--- src/rtl/rr_mux_pkg.sv ---
// rr_mux_pkg: shared index-width, pointer-increment and data-slicing helpers for rr_mux_nto1
package rr_mux_pkg;
   localparam int DEF_N_CH = 8;
   localparam int DEF_DW   = 8;
   typedef logic [DEF_N_CH-1:0][DEF_DW-1:0] ch_data_t;
   function automatic int idx_w(input int n);
      return (n < 2) ? 1 : $clog2(n);
   endfunction
   function automatic int inc_mod(input int v, input int n);
      return (v >= n - 1) ? 0 : v + 1;
   endfunction
endpackage

--- src/rtl/rr_arbiter.sv ---
// rr_arbiter: combinational round-robin search, first requester at or after i_ptr with wrap
module rr_arbiter import rr_mux_pkg::*; #(
   parameter int N_CH = 8,
   localparam int IW = idx_w(N_CH)
) (
   input  logic [N_CH-1:0] i_req,
   input  logic [IW-1:0]   i_ptr,
   output logic [N_CH-1:0] o_grant,
   output logic [IW-1:0]   o_g
);
   logic w_found;
   int   w_idx;
   always_comb begin
      o_grant = '0;
      o_g     = '0;
      w_found = 1'b0;
      w_idx   = 0;
      for (int k = 0; k < N_CH; k++) begin
         w_idx = int'(i_ptr) + k;
         w_idx = (w_idx >= N_CH) ? w_idx - N_CH : w_idx;
         if (!w_found && i_req[w_idx]) begin
            w_found        = 1'b1;
            o_grant[w_idx] = 1'b1;
            o_g            = IW'(w_idx);
         end
      end
   end
endmodule

--- src/rtl/rr_mux_nto1.sv ---
// rr_mux_nto1: registered round-robin N-to-1 mux with valid/ready; RR_MUX_PKT_LOCK_EN adds in_last packet lock
module rr_mux_nto1 import rr_mux_pkg::*; #(
   parameter int N_CH = 8,
   parameter int DW   = 8
) (
   input  logic                     clk,
   input  logic                     rst_n,
   input  logic [N_CH-1:0]          in_valid,
   input  logic [N_CH*DW-1:0]       in_data,
`ifdef RR_MUX_PKT_LOCK_EN
   input  logic [N_CH-1:0]          in_last,
`endif
   output logic [N_CH-1:0]          in_ready,
   output logic                     out_valid,
   output logic [DW-1:0]            out_data,
   output logic [idx_w(N_CH)-1:0]   out_ch,
   input  logic                     out_ready
);
   localparam int IW = idx_w(N_CH);
   typedef logic [N_CH-1:0][DW-1:0] ch_slice_t;
   ch_slice_t       w_data;
   logic [N_CH-1:0] w_req;
   logic [N_CH-1:0] w_grant;
   logic [IW-1:0]   w_g;
   logic [IW-1:0]   w_ptr_nxt;
   logic            w_load;
   logic            w_any;
   logic            w_acc;
   logic [IW-1:0]   r_ptr;
   logic            r_out_valid;
   logic [DW-1:0]   r_out_data;
   logic [IW-1:0]   r_out_ch;
   assign w_data    = in_data;
   assign w_load    = !r_out_valid || out_ready;
   assign w_any     = |w_req;
   assign w_acc     = w_load && w_any;
   assign w_ptr_nxt = IW'(inc_mod(int'(w_g), N_CH));
   assign in_ready  = w_acc ? w_grant : '0;
   assign out_valid = r_out_valid;
   assign out_data  = r_out_data;
   assign out_ch    = r_out_ch;
`ifdef RR_MUX_PKT_LOCK_EN
   logic            r_lock;
   logic [IW-1:0]   r_lock_ch;
   logic [N_CH-1:0] w_lock_mask;
   // while locked only the owning channel may compete, idle or not
   assign w_lock_mask = N_CH'(1) << r_lock_ch;
   assign w_req       = r_lock ? (in_valid & w_lock_mask) : in_valid;
   always_ff @(posedge clk or negedge rst_n) begin
      if (!rst_n) begin
         r_lock    <= 1'b0;
         r_lock_ch <= '0;
      end else if (w_acc) begin
         r_lock    <= !in_last[w_g];
         r_lock_ch <= w_g;
      end
   end
`else
   assign w_req = in_valid;
`endif
   rr_arbiter #(.N_CH(N_CH)) u_arb (
      .i_req   (w_req),
      .i_ptr   (r_ptr),
      .o_grant (w_grant),
      .o_g     (w_g)
   );
   always_ff @(posedge clk or negedge rst_n) begin
      if (!rst_n) begin
         r_out_valid <= 1'b0;
         r_out_data  <= '0;
         r_out_ch    <= '0;
         r_ptr       <= '0;
      end else if (w_load) begin
         r_out_valid <= w_any;
         if (w_any) begin
            r_out_data <= w_data[w_g];
            r_out_ch   <= w_g;
`ifdef RR_MUX_PKT_LOCK_EN
            if (in_last[w_g]) r_ptr <= w_ptr_nxt;
`else
            r_ptr <= w_ptr_nxt;
`endif
         end
      end
   end
endmodule

--- config.mk ---
export PLATFORM = sky130hd
export DESIGN_NAME = rr_mux_nto1
export DESIGN_NICKNAME = d
export VERILOG_FILES = /design/src/rtl/rr_mux_pkg.sv /design/src/rtl/rr_arbiter.sv /design/src/rtl/rr_mux_nto1.sv
export SDC_FILE = /design/constraint.sdc
export NUM_CORES = 1
export LEC_CHECK = 0
export CAP_MARGIN = 20
export CELL_PAD_IN_SITES_DETAIL_PLACEMENT = 0
export CELL_PAD_IN_SITES_GLOBAL_PLACEMENT = 1
export CORE_MARGIN = 5
export CORE_UTILIZATION = 36
export DETAILED_ROUTE_END_ITERATION = 10
export GPL_ROUTABILITY_DRIVEN = 0
export PLACE_DENSITY_LB_ADDON = 0.1
export SLEW_MARGIN = 20
export SYNTH_ARGS = -nofsm -noshare
export SYNTH_HDL_FRONTEND = slang
export SYNTH_SLANG_ARGS = --single-unit
--- constraint.sdc ---
create_clock -name clk -period 6.98 [get_ports clk]
set_input_delay 1.047 -clock clk [delete_from_list [all_inputs] [get_ports clk]]
set_output_delay 1.047 -clock clk [all_outputs]
set_load 0.1 [all_outputs]
Word-level counts from Yosys, hierarchy flattened
Index checks and enable logic that the tools add are counted.
{"block": "word_totals", "register_bits": 15, "latch_bits": 0, "mem_bits_rw": 0, "romBits": 0, "in_bits": 75, "output_inout_bits": 20, "wordCells": 155, "mem_count": 0}
{"block": "op_classes", "addsub": 16, "mul": 0, "div": 0, "order_cmp": 26, "n_eq_ne": 0, "shifts": 0, "mux": 75, "bitwise": 7, "n_reduce_logical": 27}
{"operator": "$ge A32 B1 Y1 const B", "n": 8}
{"operator": "$lt A32 B5 Y1 const B", "n": 8}
{"operator": "$mux W32", "n": 8}
{"operator": "$ge A32 B5 Y1 const B", "n": 7}
{"operator": "$sub A32 B5 Y32 const B", "n": 7}
{"operator": "$mux W8", "n": 10}
{"operator": "$or A8 B8 Y8", "n": 7}
{"operator": "$mux W1", "n": 31}
{"operator": "$mux W3", "n": 9}
{"operator": "$bmux W1 S3", "n": 8}
{"operator": "$bmux W8 S3", "n": 1}
{"operator": "$demux W1 S3", "n": 8}
{"operator": "$add A3 B3 Y4 const B", "n": 4}
{"operator": "$logic_and A1 B1 Y1", "n": 16}
{"operator": "$add A3 B2 Y4 const B", "n": 2}
{"operator": "$logic_not A1 Y1", "n": 8}
{"operator": "$reduce_or A8 Y1", "n": 1}
{"operator": "$sub A3 B4 Y5 const B", "n": 1}
{"operator": "$add A3 B1 Y4 const B", "n": 1}
{"operator": "$ge A3 B4 Y1 const B", "n": 1}
{"operator": "$lt A3 B4 Y1 const B", "n": 1}
{"operator": "$add A3 B1 Y3 const B", "n": 1}
{"operator": "$ge A3 B3 Y1 const B", "n": 1}
{"operator": "$reduce_and A2 Y1", "n": 1}
{"operator": "$logic_or A1 B1 Y1", "n": 1}

Logic depth before layout (Yosys ltp)
Gate-level depths: netlist of run 1.
{"block": "depth", "ltp_word": 29, "ltp_mapped": 17, "depth_no_buf": 12}

By module
A second synthesis of run 1 with hierarchy kept.
{"block": "unflattened", "cells_unflattened": 229, "area_unflattened_um2": 2463.6}
{"module": "rr_arbiter", "instances": 1, "cells_per_inst": 151, "area_each_um2": 1237.4}
{"module": "rr_mux_nto1", "instances": 1, "cells_per_inst": 78, "area_each_um2": 1226.2}

Worst setup path after synthesis of run 1
OpenSTA, ideal clock, no wires.
{"block": "synth_timing", "path_type": "reg-to-output", "start": "register r_ptr[0]", "end": "output port in_ready[4]", "arrival_ps": 5360, "required_time_ps": 5933, "setup_slack_ps": 573, "path_stages_with_launch": 14, "path_buffers": 3, "cell_sequence": "dfrtp_1 > buf_6 > inv_1 > clkbuf_1 > ha_1 > buf_2 > mux4_2 > mux2i_2 > nand3_2 > nor4_4 > nor2b_1 > o21a_1 > a21oi_1 > a211oi_1"}
{"block": "synth_via", "elab_chain_len": 28}
{"element": "start: declaration", "line_no": "rr_mux_nto1.sv:29", "rtl": "logic [IW-1:0] r_ptr;"}
{"element": "start signal: assignment", "line_no": "rr_mux_nto1.sv:81", "rtl": "r_ptr <= w_ptr_nxt;"}
{"element": "branches (longest 26 deep; another with $sub A32 B5 Y32)"}
{"element": "$mux W8 (*)", "line_no": "rr_arbiter.sv:21", "rtl": "if (!w_found && i_req[w_idx]) begin"}
{"element": "$mux W8 (*)", "line_no": "rr_mux_nto1.sv:38", "rtl": "assign in_ready = w_acc ? w_grant : '0;"}
{"element": "end: declaration", "line_no": "rr_mux_nto1.sv:13", "rtl": "output logic [N_CH-1:0] in_ready,"}
Every way passes the cells marked *. The select of a mux whose other input is x is not followed.

Final worst setup path of run 1
{"block": "layout_timing", "start": "register r_ptr[1]", "end": "output port in_ready[2]"}
Same word-level chain as after synthesis.

==> results by stage, run 1 <==
Critical path:
- The nature of the critical path endpoint is an output port.
- The register-to-register path setup slack is around 1.9 ns.
- Traced cell by cell, the critical path runs through inv_1 > ha_1 > mux4_2 > mux2i_2 > nand3_2 > nor4_4 > nor2b_1 > o21a_1 > a221o_1 > o21ai_0 > a21oi_1 > buf_4.
- Counting cells, the worst reg-to-reg path comes to 12.
- The largest stage delay on the critical path is 0.85 ns.
- The largest individual stage delay along the critical path comes from the cell ha_1.
- The type of the worst setup path is reg2out.
- Among cell families on the critical path, the largest total delay comes from multiplexers.
- The number of buffers and inverters on the critical path is 2.
- The required time at the worst-slack endpoint is between 5 and 6 ns.
- The worst register-to-register path ends at out_data[1].
- Of all nets on the critical path, the largest fanout is 18.
- STA classifies the critical path startpoint as a flip-flop.
- STA puts the critical path data arrival time at ~4.8 ns.
- In this run the critical register-to-register path is launched from r_ptr[1].

Synthesis:
- The Yosys step of the flow raised 0 warnings.
- The predominant post-synthesis flop cell is dfrtp_1.
- The portion of netlist area occupied by mux cells is 0.360.
- Of the total synthesized cell area, the portion taken by XOR and XNOR cells is 0.0145.
- For this run, the register share of the synthesized area comes to 0.150.
- Of the total synthesized cell area, the portion taken by AND, OR, NAND and NOR gates is 0.144.
- The fraction of synthesized cell area taken by the top area cell type is 0.172.
- Synthesis produced between 200 and 300 cells.
- The number of distinct library cells after synthesis is 54.
- Of the total synthesized cell area, the portion taken by full adders, half adders and majority gates is 0.0501.
- The post-synthesis cell area is about 0.0025 sq mm.
- When the netlist entered floorplanning its net count stood at ~350.
- The area fraction in compound gates after synthesis is 0.218.
- The largest total area in the synthesized netlist belongs to mux2i_1.
- In the synthesized netlist the async set-or-reset flop fraction comes to 1.00.
- After synthesis, the largest family of logic cells by area is multiplexers.
- Dividing the synthesized area by the synthesized cell count gives just over 9 sq um.
- The count of flip-flops with a built-in enable after synthesis is 0.
- After synthesis, the cell types taking the most area are mux2i_1, dfrtp_1, mux4_2.
- The synthesized design contains 15 register bits.

Clocking:
- The clock net in this run drives a total of 15 sinks.
- TritonCTS built the clock tree.
- The clock reaches the later pin of the worst-skew pair after 0.25 ns.
- The buffer cell driving the clock tree root is clkbuf_8.
- The level count of the clock H-tree is 1.
- The number of buffers on the longest clock path is 2.
- The total setup buffers inserted after CTS is 0.
- The number of hold buffers added after cts is 0.
- The register clock-pin slew on the reported worst setup and hold paths is approximately 0.060 ns.
- Clock tree synthesis inserted a total of 3 buffers.
- The post-cts repair resize count is 0.

Floorplanning:
- The floorplan step defined a die boundary enclosing approximately 0.0087 sq mm.
- The initial utilization of the core area, before any placement, comes to 0.369.
- The vertical extent of the die is a little over 90 microns.
- The count of pins on the block boundary is 95.
- The floorplan has 30 rows.
- From left edge to right edge, the die measures just over 90 microns.
- The total core area is between 0.006 and 0.007 sq mm.

Hold path:
- The worst hold path was traced through 2 stages.
- The type of the most critical hold path is reg2reg.
- The startpoint identified for the worst hold timing path is out_ch[1].
- The end point of the most critical hold path is out_ch[1].

Placed design:
- Once placement completed, the tool counted placed cells totaling ~430.
- Detailed placement finished with a half-perimeter wire length of approximately 5.9 mm.
- The port buffer count is 94.

Finish:
- The net total in the final layout is between 400 and 500.
- Relative to the synthesized area, the layout overhead comes to 40.2%.
- The library cell used most frequently in the layout, excluding fill and tap cells, is clkdlybuf4s50_1.
- The library cells used most frequently in the layout, excluding fill and tap cells, are clkdlybuf4s50_1, mux2i_1, nand2_1.
- The final antenna diode count is 0.
- The final instance count without filler cells is roughly 440.
- The layout cell share with drive strength beyond 1 is 0.152.
- The share of the core filled with cells in the final layout is 0.518.

STA:
- The count of final hold-check violations is 0.
- For the final routed database, the setup TNS stands at 0 ns.
- The largest clock skew in the final design is ~0.0035 ns.
- The shortest clock period the worst path allows after layout is 5.83 ns.
- For the pin with the worst max-slew slack, the measured transition is roughly 1.0 ns.
- The final count of pins violating max slew is 0.
- Setup repair after global routing left no endpoint under its margin.
- In the finished design, the share of the clock period the worst path needs comes to 0.835.
- The upper clock frequency limit is 172 MHz.
- Measured against its own limit, the worst slew margin works out to 0.321.
- Setup violations remaining at the end of the flow were counted as 0.

Detailed routing:
- The vias per cell is just under 6.
- The count of antenna-violating nets left after detailed routing is 0.
- The detailed-routing iteration count for the pre-antenna-repair pass is 4.
- The post-detailed-routing wire length is between 7 and 8 mm.
- The final routed wire length divided by cell count is approximately 17 microns.
- In this run, the number of DRC markers left after iteration 0 of detailed routing was ~130.
- The residual DRC count is 0.
- The via total after detailed routing is about 2500.

GRT:
- The initial antenna violation count is 0.
- The first global-routing pass estimated approximately 12 mm of wire.
- Entering global routing, the biggest net connects 31 pins.
- In the global route stage, overall resource usage came out at 0.171.
- The remaining global-route overflow is 0.
- The via count of the first global-routing pass was about 2400.

Run status:
- The flow ran to the end, and the final reports show no timing, DRC or antenna violations.

Run:
- Max-cap violations in this run came to 0.
-- worst min-delay path: cells and delay by family, from the launching register on --
family / cells / cell delay (ns)
flip-flops: 1 / 0.34
AND/OR/NAND/NOR: 2 / 0.10
-- state kept, by name (all words and copies together) (netlist names) --
name       count
out_ch         3
out_valid      1
r_ptr          3
out_data       8
-- layer usage --
layer / wire length, microns / track usage / up-vias
met1: 3160 / 0.213 / 1182
met2: 3480 / 0.285 / 106
met3: 687 / 0.0555 / 12
met4: 125 / 0.0440 / 0
li1: - / - / 1216
met5: 0 / 0 / -
-- how the worst max path moves through the flow --
stage / startpoint / end / slack [ns] / cells after the start
3_3_place_gp: r_ptr[1] / in_ready[2] / 1.59 / 12
4_1_cts: r_ptr[1] / in_ready[2] / 1.17 / 12
2_1_floorplan: r_ptr[0] / in_ready[4] / 0.57 / 13
6_report: r_ptr[1] / in_ready[2] / 1.15 / 12
3_5_place_dp: r_ptr[1] / in_ready[2] / 1.45 / 12
5_1_grt: r_ptr[1] / in_ready[4] / 0.79 / 11
-- stage by stage --
stage | hold slack (ns) | setup slack, ns | cell area, sq um
final | 0.477 | 1.15 | 3500
after CTS | 0.483 | 1.17 | 3500
after global routing | 0.500 | 0.792 | 3500
after detailed placement | 0.465 | 1.45 | 3450
after floorplan | 0.751 | 0.573 | 2500
after global placement | 0.461 | 1.59 | 3450
-- Yosys cell counts (all sizes together) (2+ instances only) --
cell type / n
mux2i: 44
nand2: 26
a211oi: 16
mux2: 16
nor2: 16
dfrtp: 15
a21oi: 14
o21ai: 13
mux4: 12
buf: 10
ha: 10
a22o: 9
clkbuf: 8
inv: 8
nor2b: 5
and3: 4
nor3: 4
a222oi: 3
and2: 3
nand2b: 3
nand3: 3
a221oi: 2
a32oi: 2
nor4: 2
o21a: 2
o31ai: 2
or4: 2
xnor2: 2
-- logic make-up (layout without fill, tap and decap cells) --
family / after synthesis / in the layout
AO/OA/AOI/OAI: 74 / 74
multiplexers: 72 / 72
AND/OR/NAND/NOR: 70 / 70
buffers and inverters: 26 / 113
flip-flops: 15 / 15
adder cells (fa/ha/maj): 10 / 10
XOR/XNOR: 2 / 2
-- cell type report --
| type | instances | area, sq um |
|---|---|---|
| sequential | 15 | 375 |
| fill | 662 | 3260 |
| multi-input combinational | 228 | 1970 |
| tap | 80 | 100 |
| timing repair buffer | 101 | 973 |
| inverter | 8 | 30.0 |
| clock buffer | 4 | 45.0 |
Power of run 1 is not shown: default switching activity piles up to over one toggle a cycle in this logic, so the estimate is an artifact.
==> inputs of run 2 (changes only) <==
--- a/config.mk
+++ b/config.mk
@@ -9,7 +9,7 @@
 export CELL_PAD_IN_SITES_DETAIL_PLACEMENT = 0
 export CELL_PAD_IN_SITES_GLOBAL_PLACEMENT = 1
 export CORE_MARGIN = 5
-export CORE_UTILIZATION = 36
+export CORE_UTILIZATION = 33
 export DETAILED_ROUTE_END_ITERATION = 10
 export GPL_ROUTABILITY_DRIVEN = 0
 export PLACE_DENSITY_LB_ADDON = 0.1
==> constraint.sdc (replaced) <==
create_clock -name clk -period 6.06 [get_ports clk]
set_input_delay 0.909 -clock clk [delete_from_list [all_inputs] [get_ports clk]]
set_output_delay 0.909 -clock clk [all_outputs]
set_load 0.1 [all_outputs]
==> results by stage, run 2 (same netlist as run 1, synthesis figures left out) <==
Finish:
- The top cell types in the final layout, fill and taps aside, are clkdlybuf4s50_1, mux2i_1, nand2_1.
- In the final layout, the share of cells above drive strength 1 is 0.160.
- The number of antenna diodes in the final layout is 0.
- The number of flip-flops in the largest register is 8.
- Leaving out fill and tap cells, the most frequent cell in the layout is clkdlybuf4s50_1.
- The area growth from synthesis to layout is 45.8%.
- The net total in the final layout is approximately 440.

GRT:
- The initial antenna violation count was 0.
- The total overflow left after global routing is 0.
- Entering global routing, the biggest net connects 31 pins.
- Across every metal layer, demand over resource in global routing totals 0.165.
- The via count of the first global-routing pass is approximately 2600.
- The first global-routing pass estimated between 10 and 15 mm of wire.

Clocking:
- The clock drives 15 sinks.
- The total CTS buffers is 3.
- Once the clock tree was built, the setup fixing pass inserted 0 buffers.
- CTS built an H-tree with a depth of 1.
- Once the clock tree was built, the resizer swapped 0 gates to a different size.
- The register clock-pin slew on the reported worst setup and hold paths is roughly 0.06 ns.
- No sink is reached through more buffers than the 2 on the longest clock path.
- The root buffer cell chosen for the clock tree is clkbuf_8.
- The clock latency on the worst-skew pair is 0.24 ns.
- The clock tree from TritonCTS is done.
- The number of hold buffers added after cts is 0.

STA:
- Derived from the worst setup path, the maximum achievable clock frequency is around 190 MHz.
- For the final routed database, the setup TNS stands at 0 ns.
- At the pin with the least slew margin, the transition time is around 1.0 ns.
- Across all setup checks in the final design, the least slack found is 0.901 ns.
- Counting I/O delays and the setup requirement, the final critical path takes 5.16 ns.
- Dividing the final minimum period by the clock period gives 0.851.
- The count of final hold-check violations is 0.
- Setup violations remaining at the end of the flow were counted as 0.
- Setup repair after global routing left no endpoint under its margin.
- The clock arrives with 0.000589 ns of skew.
- The final count of pins violating max slew is 0.
- The headroom to the max-slew limit is 0.311.

Detailed routing:
- The post-detailed-routing wire length is ~7.9 mm.
- The vias per cell is roughly 5.5.
- The count of antenna-violating nets left after detailed routing is 0.
- The number of design-rule violations left by the first detailed-router iteration is around 100.
- The final routed wire length divided by cell count is around 17 microns.
- The residual DRC count is 0.
- The detailed-routing iteration count for the pre-antenna-repair pass is 4.
- Summing over every cut layer, the via total after detailed routing is between 2000 and 3000.

Critical path:
- The critical path goes through clkdlybuf4s50_1 > mux4_1 > mux2i_1 > nand3_2 > nor4_4 > nor2b_1 > o21a_1 > a221o_1 > o21ai_0 > a21oi_1 > buf_12.
- In this run the critical register-to-register path is launched from r_ptr[0].
- The critical path is of the in2out type.
- Setup slack on the worst reg-to-reg path comes out at ~1.3 ns.
- On the worst path, the slowest cell contributes a delay of between 0.6 and 0.7 ns.
- The count of cell instances traversed by the critical path is 11.
- The sort of element at the start of the critical path is an input port.
- The maximum net fanout on the critical path is 8.
- The arrival time at the worst endpoint is ~4.3 ns.
- In this run the worst setup path begins at in_valid[2].
- The required time at the worst-slack endpoint is 5.15 ns.
- The worst setup path is captured at an output port.
- The most critical setup path has its endpoint at in_ready[2].
- The number of cells on the worst reg-to-reg path is 13.
- The critical path contains buffers and inverters numbering 2 combined.
- The endpoint identified for the worst register-to-register timing path is out_data[1].
- The kind of cell with the highest combined delay along the critical path is multiplexers.
- The slowest stage of the critical path is the mux4_1 cell.

Hold path:
- The type of the most critical hold path is reg2reg.

Run status:
- The flow ran to the end, and the final reports show no timing, DRC or antenna violations.

Placed design:
- OpenSTA, run right after detailed placement, puts the worst setup slack at ~0.94 ns.
- Buffers placed on the I/O ports in this run total 94.
- The half-perimeter wire length after detailed placement is around 6.2 mm.

Floorplanning:
- From bottom edge to top edge, the die measures slightly below 100 microns.
- The effective utilization at floorplan is 0.342.
- From left edge to right edge, the die measures a little under 100 microns.
- The row count is 31.
- The core region is about 0.0073 sq mm.
- The floorplan step defined a die boundary enclosing 0.00940 sq mm.
- In this run the count of I/O pins placed on the die edge is between 90 and 100.

Run:
- The max-cap check violation count is 0.
## run 2: cell count changes in the layout (fill, tap and decap cells not counted), sizes merged
cell  previous run  this run
buf             15        16
## run 2: metal layers
metal	track usage	vias to the layer above	wire (microns)
li1	-	1223	-
met1	0.228	1207	3440
met2	0.279	84	3940
met3	0.0324	6	423
met4	0.0130	0	54
met5	0	-	0
## run 2: metrics by stage
stage                     hold slack, ns  cells   util  instance area, sq um
after floorplan                    0.613    269      -                  2510
after global placement             0.473    452  0.493                  3590
after detailed placement           0.473    452  0.493                  3590
after CTS                          0.499    456  0.499                  3640
after global routing               0.537    456  0.499                  3640
final                              0.494    456  0.499                  3640
## run 2: area by class of cell
class	instances	area [sq um]
Tap cell	99	124
Clock buffer	4	45.0
Inverter	8	30.0
Timing Repair Buffer	102	1080
Fill cell	745	3650
Multi-Input combinational cell	228	1980
Sequential cell	15	375
## run 2: how the worst min path moves through the flow
stage                    from   endpoint  slack, ns  cells after the start
CTS                 out_ch[2]  out_ch[2]       0.50                      2
global placement    out_ch[1]  out_ch[1]       0.47                      2
finish              out_ch[2]  out_ch[2]       0.49                      2
global route        out_ch[2]  out_ch[2]       0.54                      2
floorplan               rst_n  out_ch[0]       0.61                      0
detailed placement  out_ch[2]  out_ch[2]       0.47                      2
## run 2: worst register-to-register path, cell delays in order, from the launching register on
cell and delay (ns):
dfrtp_1 0.37, inv_1 0.35, ha_1 0.47, buf_4 0.26, mux2_2 0.25, mux2i_1 0.08
a221oi_2 0.67, and3_1 0.32, a21oi_2 0.06, o2111ai_4 0.82, buf_4 0.36, mux2i_1 0.10
mux2_2 0.27, a211oi_1 0.24
Power of run 2 is left out for the same reason.
==> inputs of run 3 (changes only) <==
--- a/config.mk
+++ b/config.mk
@@ -5,15 +5,17 @@
 export SDC_FILE = /design/constraint.sdc
 export NUM_CORES = 1
 export LEC_CHECK = 0
+export ABC_AREA = 1
 export CAP_MARGIN = 20
 export CELL_PAD_IN_SITES_DETAIL_PLACEMENT = 0
 export CELL_PAD_IN_SITES_GLOBAL_PLACEMENT = 1
 export CORE_MARGIN = 5
-export CORE_UTILIZATION = 33
+export CORE_UTILIZATION = 32
 export DETAILED_ROUTE_END_ITERATION = 10
 export GPL_ROUTABILITY_DRIVEN = 0
 export PLACE_DENSITY_LB_ADDON = 0.1
-export SLEW_MARGIN = 20
+export RECOVER_POWER = 25
+export SLEW_MARGIN = 30
 export SYNTH_ARGS = -nofsm -noshare
 export SYNTH_HDL_FRONTEND = slang
 export SYNTH_SLANG_ARGS = --single-unit
==> results by stage, run 3 <==
Clocking:
- The number of buffers on the longest clock path is 2.
- The number of sinks driven by the clock tree is 15.
- The post-cts repair resize count is 0.
- TritonCTS built the clock tree.
- Clock-pin slew was measured on the worst setup and hold paths at approximately 0.07 ns.
- In this run, post-CTS hold repair placed 0 buffers.
- The tree is rooted in a clkbuf_8.
- The level count of the clock H-tree is 1.
- Buffers inserted during clock tree synthesis total 3.
- The total setup buffers inserted after CTS is 0.
- The later pin in the worst-skew pair is clocked with a latency of ~0.25 ns.

Detailed routing:
- The vias per cell is between 5 and 6.
- The detailed router used layers up to and including met4.
- The first routing iteration left between 150 and 200 violations.
- The first detailed-routing pass took 4 iterations.
- The wire length on met3 is between 700 and 800 microns.
- For this block, the via count after detailed routing is ~3500.
- The post-detailed-routing wire length is between 10 and 15 mm.
- Dividing the detail-routed wire length by the instance count gives roughly 16 microns.
- In this run the remaining antenna-violating nets after routing total 0.
- The residual DRC count is 0.
- The met2 routed wirelength is between 5 and 6 mm.
- The met1 routed wirelength after detailed routing is 4.29 mm.

Critical path:
- The end of the critical path is in_ready[3].
- The source of the critical timing path is r_ptr[0].
- Among all stages on the critical path, the largest delay is contributed by dfrtp_1.
- Together, buffers and inverters on the worst path number 3.
- STA puts the critical path data required time at about 5.2 ns.
- The register-to-register path setup slack is 0.97 ns.
- Traced cell by cell, the critical path runs through inv_4 > ha_1 > inv_2 > nand3_2 > nand2_1 > nand2_1 > nand2_4 > nand2_1 > nor2_1 > nand2_1 > nand3_1 > a21oi_1 > o21ai_0 > a21oi_1 > o21ai_0 > a21oi_1 > nor2_1 > buf_4.
- The most frequent cell on the critical path is nand2_1.
- STA classifies the critical path endpoint as an output port.
- In this run the number of cells on the critical path is 18.
- For the worst flop-to-flop path, the logic depth is 17.
- STA classifies the critical path startpoint as a flip-flop.
- The kind of cell adding the most delay to the critical path is simple AND/OR/NAND/NOR gates.
- The arrival time at the worst endpoint is ~4.2 ns.
- Along the worst path, the maximum fanout reaches 28.
- The worst register-to-register path begins at r_ptr[0].
- On the worst path, the slowest cell contributes a delay of slightly above 0.9 ns.
- The end of the worst register-to-register path is r_ptr[2].
- The setup path with the least slack is of type reg2out.

GRT:
- The pin count of the biggest net entering global routing is 36.
- The first global-routing pass estimated 16.5 mm of wire.
- The initial antenna violation count came to 0.
- The via count of the first global-routing pass is 3471.
- The remaining global-route overflow is 0.
- The global routing usage summed across all routing layers is 0.175.

Placed design:
- The area of placed instances is between 0.003 and 0.004 sq mm.
- The half-perimeter wire length after detailed placement is ~8 mm.
- The cell count after placement is around 650.
- Input and output buffers added on the ports amount to 94.

Floorplanning:
- The floorplan die area is about 0.011 sq mm.
- Measured along the x axis, the die boundary spans between 100 and 150 microns.
- The total core area is slightly below 0.009 sq mm.
- The vertical extent of the die is about 100 microns.
- The count of pins on the block boundary is 95.
- The effective utilization at floorplan is 0.329.
- The initialized floorplan defines 34 standard-cell rows.

Finish:
- Fill cells in the final layout number a little under 1000.
- The net total in the final layout is around 640.
- Of the cells placed in the final design, the portion with a size suffix greater than 1 is 0.115.
- The register with the most flip-flops in the layout has 8 of them.
- Compared with the post-synthesis result, the final layout area differs by 32.0%.
- The leading cell type in the layout, fill and taps excluded is nand2_1.
- The final antenna diode count is 0.
- In the layout the commonest cells are nand2_1, nand3_1, clkdlybuf4s50_1.
- The finished layout holds roughly 660 standard cells, fillers aside.
- At the end of the flow the core is filled with cells to 0.435.
- Once layout is done, the placed cells without fillers occupy between 0.003 and 0.004 sq mm.

Synthesis:
- Counting flops with a built-in enable in the synthesized netlist gives 0.
- Of the post-synthesis cell area, the dominant cell type holds 0.197.
- In the synthesized netlist, the cells that appear most often are nand2_1, nand3_1, inv_1.
- The yosys synthesis warning count is 0.
- nand2_1 takes more of the synthesized area than any other cell.
- Yosys instantiated no cell more often than nand2_1.
- The share of async-settable or async-resettable flops after synthesis is 1.00.
- The flop and latch count out of synthesis is 15.
- A synthesized cell averages approximately 6 sq um.
- Synthesis instantiated 39 different standard cells from the library.
- The synthesized netlist occupies a cell area of 0.00287 sq mm.
- In the synthesized netlist, the number of instances is between 400 and 500.
- The most used flip-flop cell after synthesis is dfrtp_1.
- The share of synthesized area occupied by flip-flops and latches is 0.131.
- In the post-synthesis netlist, the biggest area contributors are nand2_1, nand3_1, dfrtp_1.
- The number of nets in the synthesized netlist is between 500 and 600.

STA:
- The count of final hold-check violations came to 0.
- Timing would allow up to ~200 MHz.
- For the final routed database, the setup TNS stands at 0 ns.
- For the pin with the worst max-slew slack, the measured transition is 0.970 ns.
- Subtracting the final worst setup slack from the clock period gives between 5 and 6 ns.
- Setup repair after global routing left no endpoint under its margin.
- Setup violations remaining at the end of the flow were counted as 0.
- The final count of pins violating max slew came to 0.
- Headroom to the max-slew limit came out at 0.351.
- In the finished design, the share of the clock period the worst path needs comes to 0.843.
- For the final database, setup skew stands at 0.00848 ns.

Run:
- Across the run, the number of max-cap violations was 0.

Hold path:
- The worst hold path cell count is 2.
- The min-delay analysis places its worst path in the category reg2reg.

Run status:
- The run finished with clean final reports.
-- run 3: cell types whose count changed in the layout (fill, tap and decap cells not counted), sizes merged, moves of 11 or more --
cell,delta
nor3,+13
mux2,-16
mux4,-12
nand2,+137
nand3,+119
nor2,+11
mux2i,-44
inv,+26
a211oi,-16
-- run 3: worst min-delay path, cell delays in order, from the launching register on --
cell,delay [ns]
dfrtp_1,0.34
nand2_1,0.05
nand2_1,0.05
-- run 3: logic make-up (layout without fill, tap and decap cells) --
logic type / count (synthesis) / count (layout) / synth area share
XOR/XNOR: 2 / 2 / 0.0153
flip-flops: 15 / 15 / 0.131
AO/OA/AOI/OAI: 48 / 48 / 0.105
buffers and inverters: 61 / 133 / 0.110
AND/OR/NAND/NOR: 342 / 342 / 0.595
adder cells (fa/ha/maj): 10 / 10 / 0.0436
-- run 3: layout make-up --
type                            count  area, sq um  share of cell area
Clock buffer                        3         41.3              0.0109
Sequential cell                    15          375              0.0990
Inverter                           35          134              0.0353
Clock inverter                      1         5.00             0.00132
Timing Repair Buffer               94          921               0.243
Tap cell                          108          135              0.0356
Multi-Input combinational cell    402         2180               0.575
-- run 3: metrics by stage --
| stage | hold WS [ns] | setup slack, ns |
|---|---|---|
| after floorplan | 0.613 | 1.02 |
| final | 0.477 | 0.950 |
| after detailed placement | 0.465 | 1.01 |
| after global routing | 0.523 | 0.426 |
| after CTS | 0.483 | 0.998 |
| after global placement | 0.464 | 1.18 |
-- run 3: worst min-delay path by stage --
stage | slack (ns) | startpoint | end
2_1_floorplan | 0.61 | rst_n | out_ch[0]
3_3_place_gp | 0.46 | out_data[6] | out_data[6]
6_report | 0.48 | out_data[1] | out_data[1]
4_1_cts | 0.48 | out_data[6] | out_data[6]
5_1_grt | 0.52 | out_data[0] | out_data[0]
3_5_place_dp | 0.47 | out_data[6] | out_data[6]
-- run 3: per-layer routing --
layer | track usage | vias to the layer above
met1 | 0.229 | 1601
met2 | 0.304 | 157
met5 | 0 | -
li1 | - | 1757
met3 | 0.0333 | 16
met4 | 0.0311 | 0
Power of run 3 is left out for the same reason.
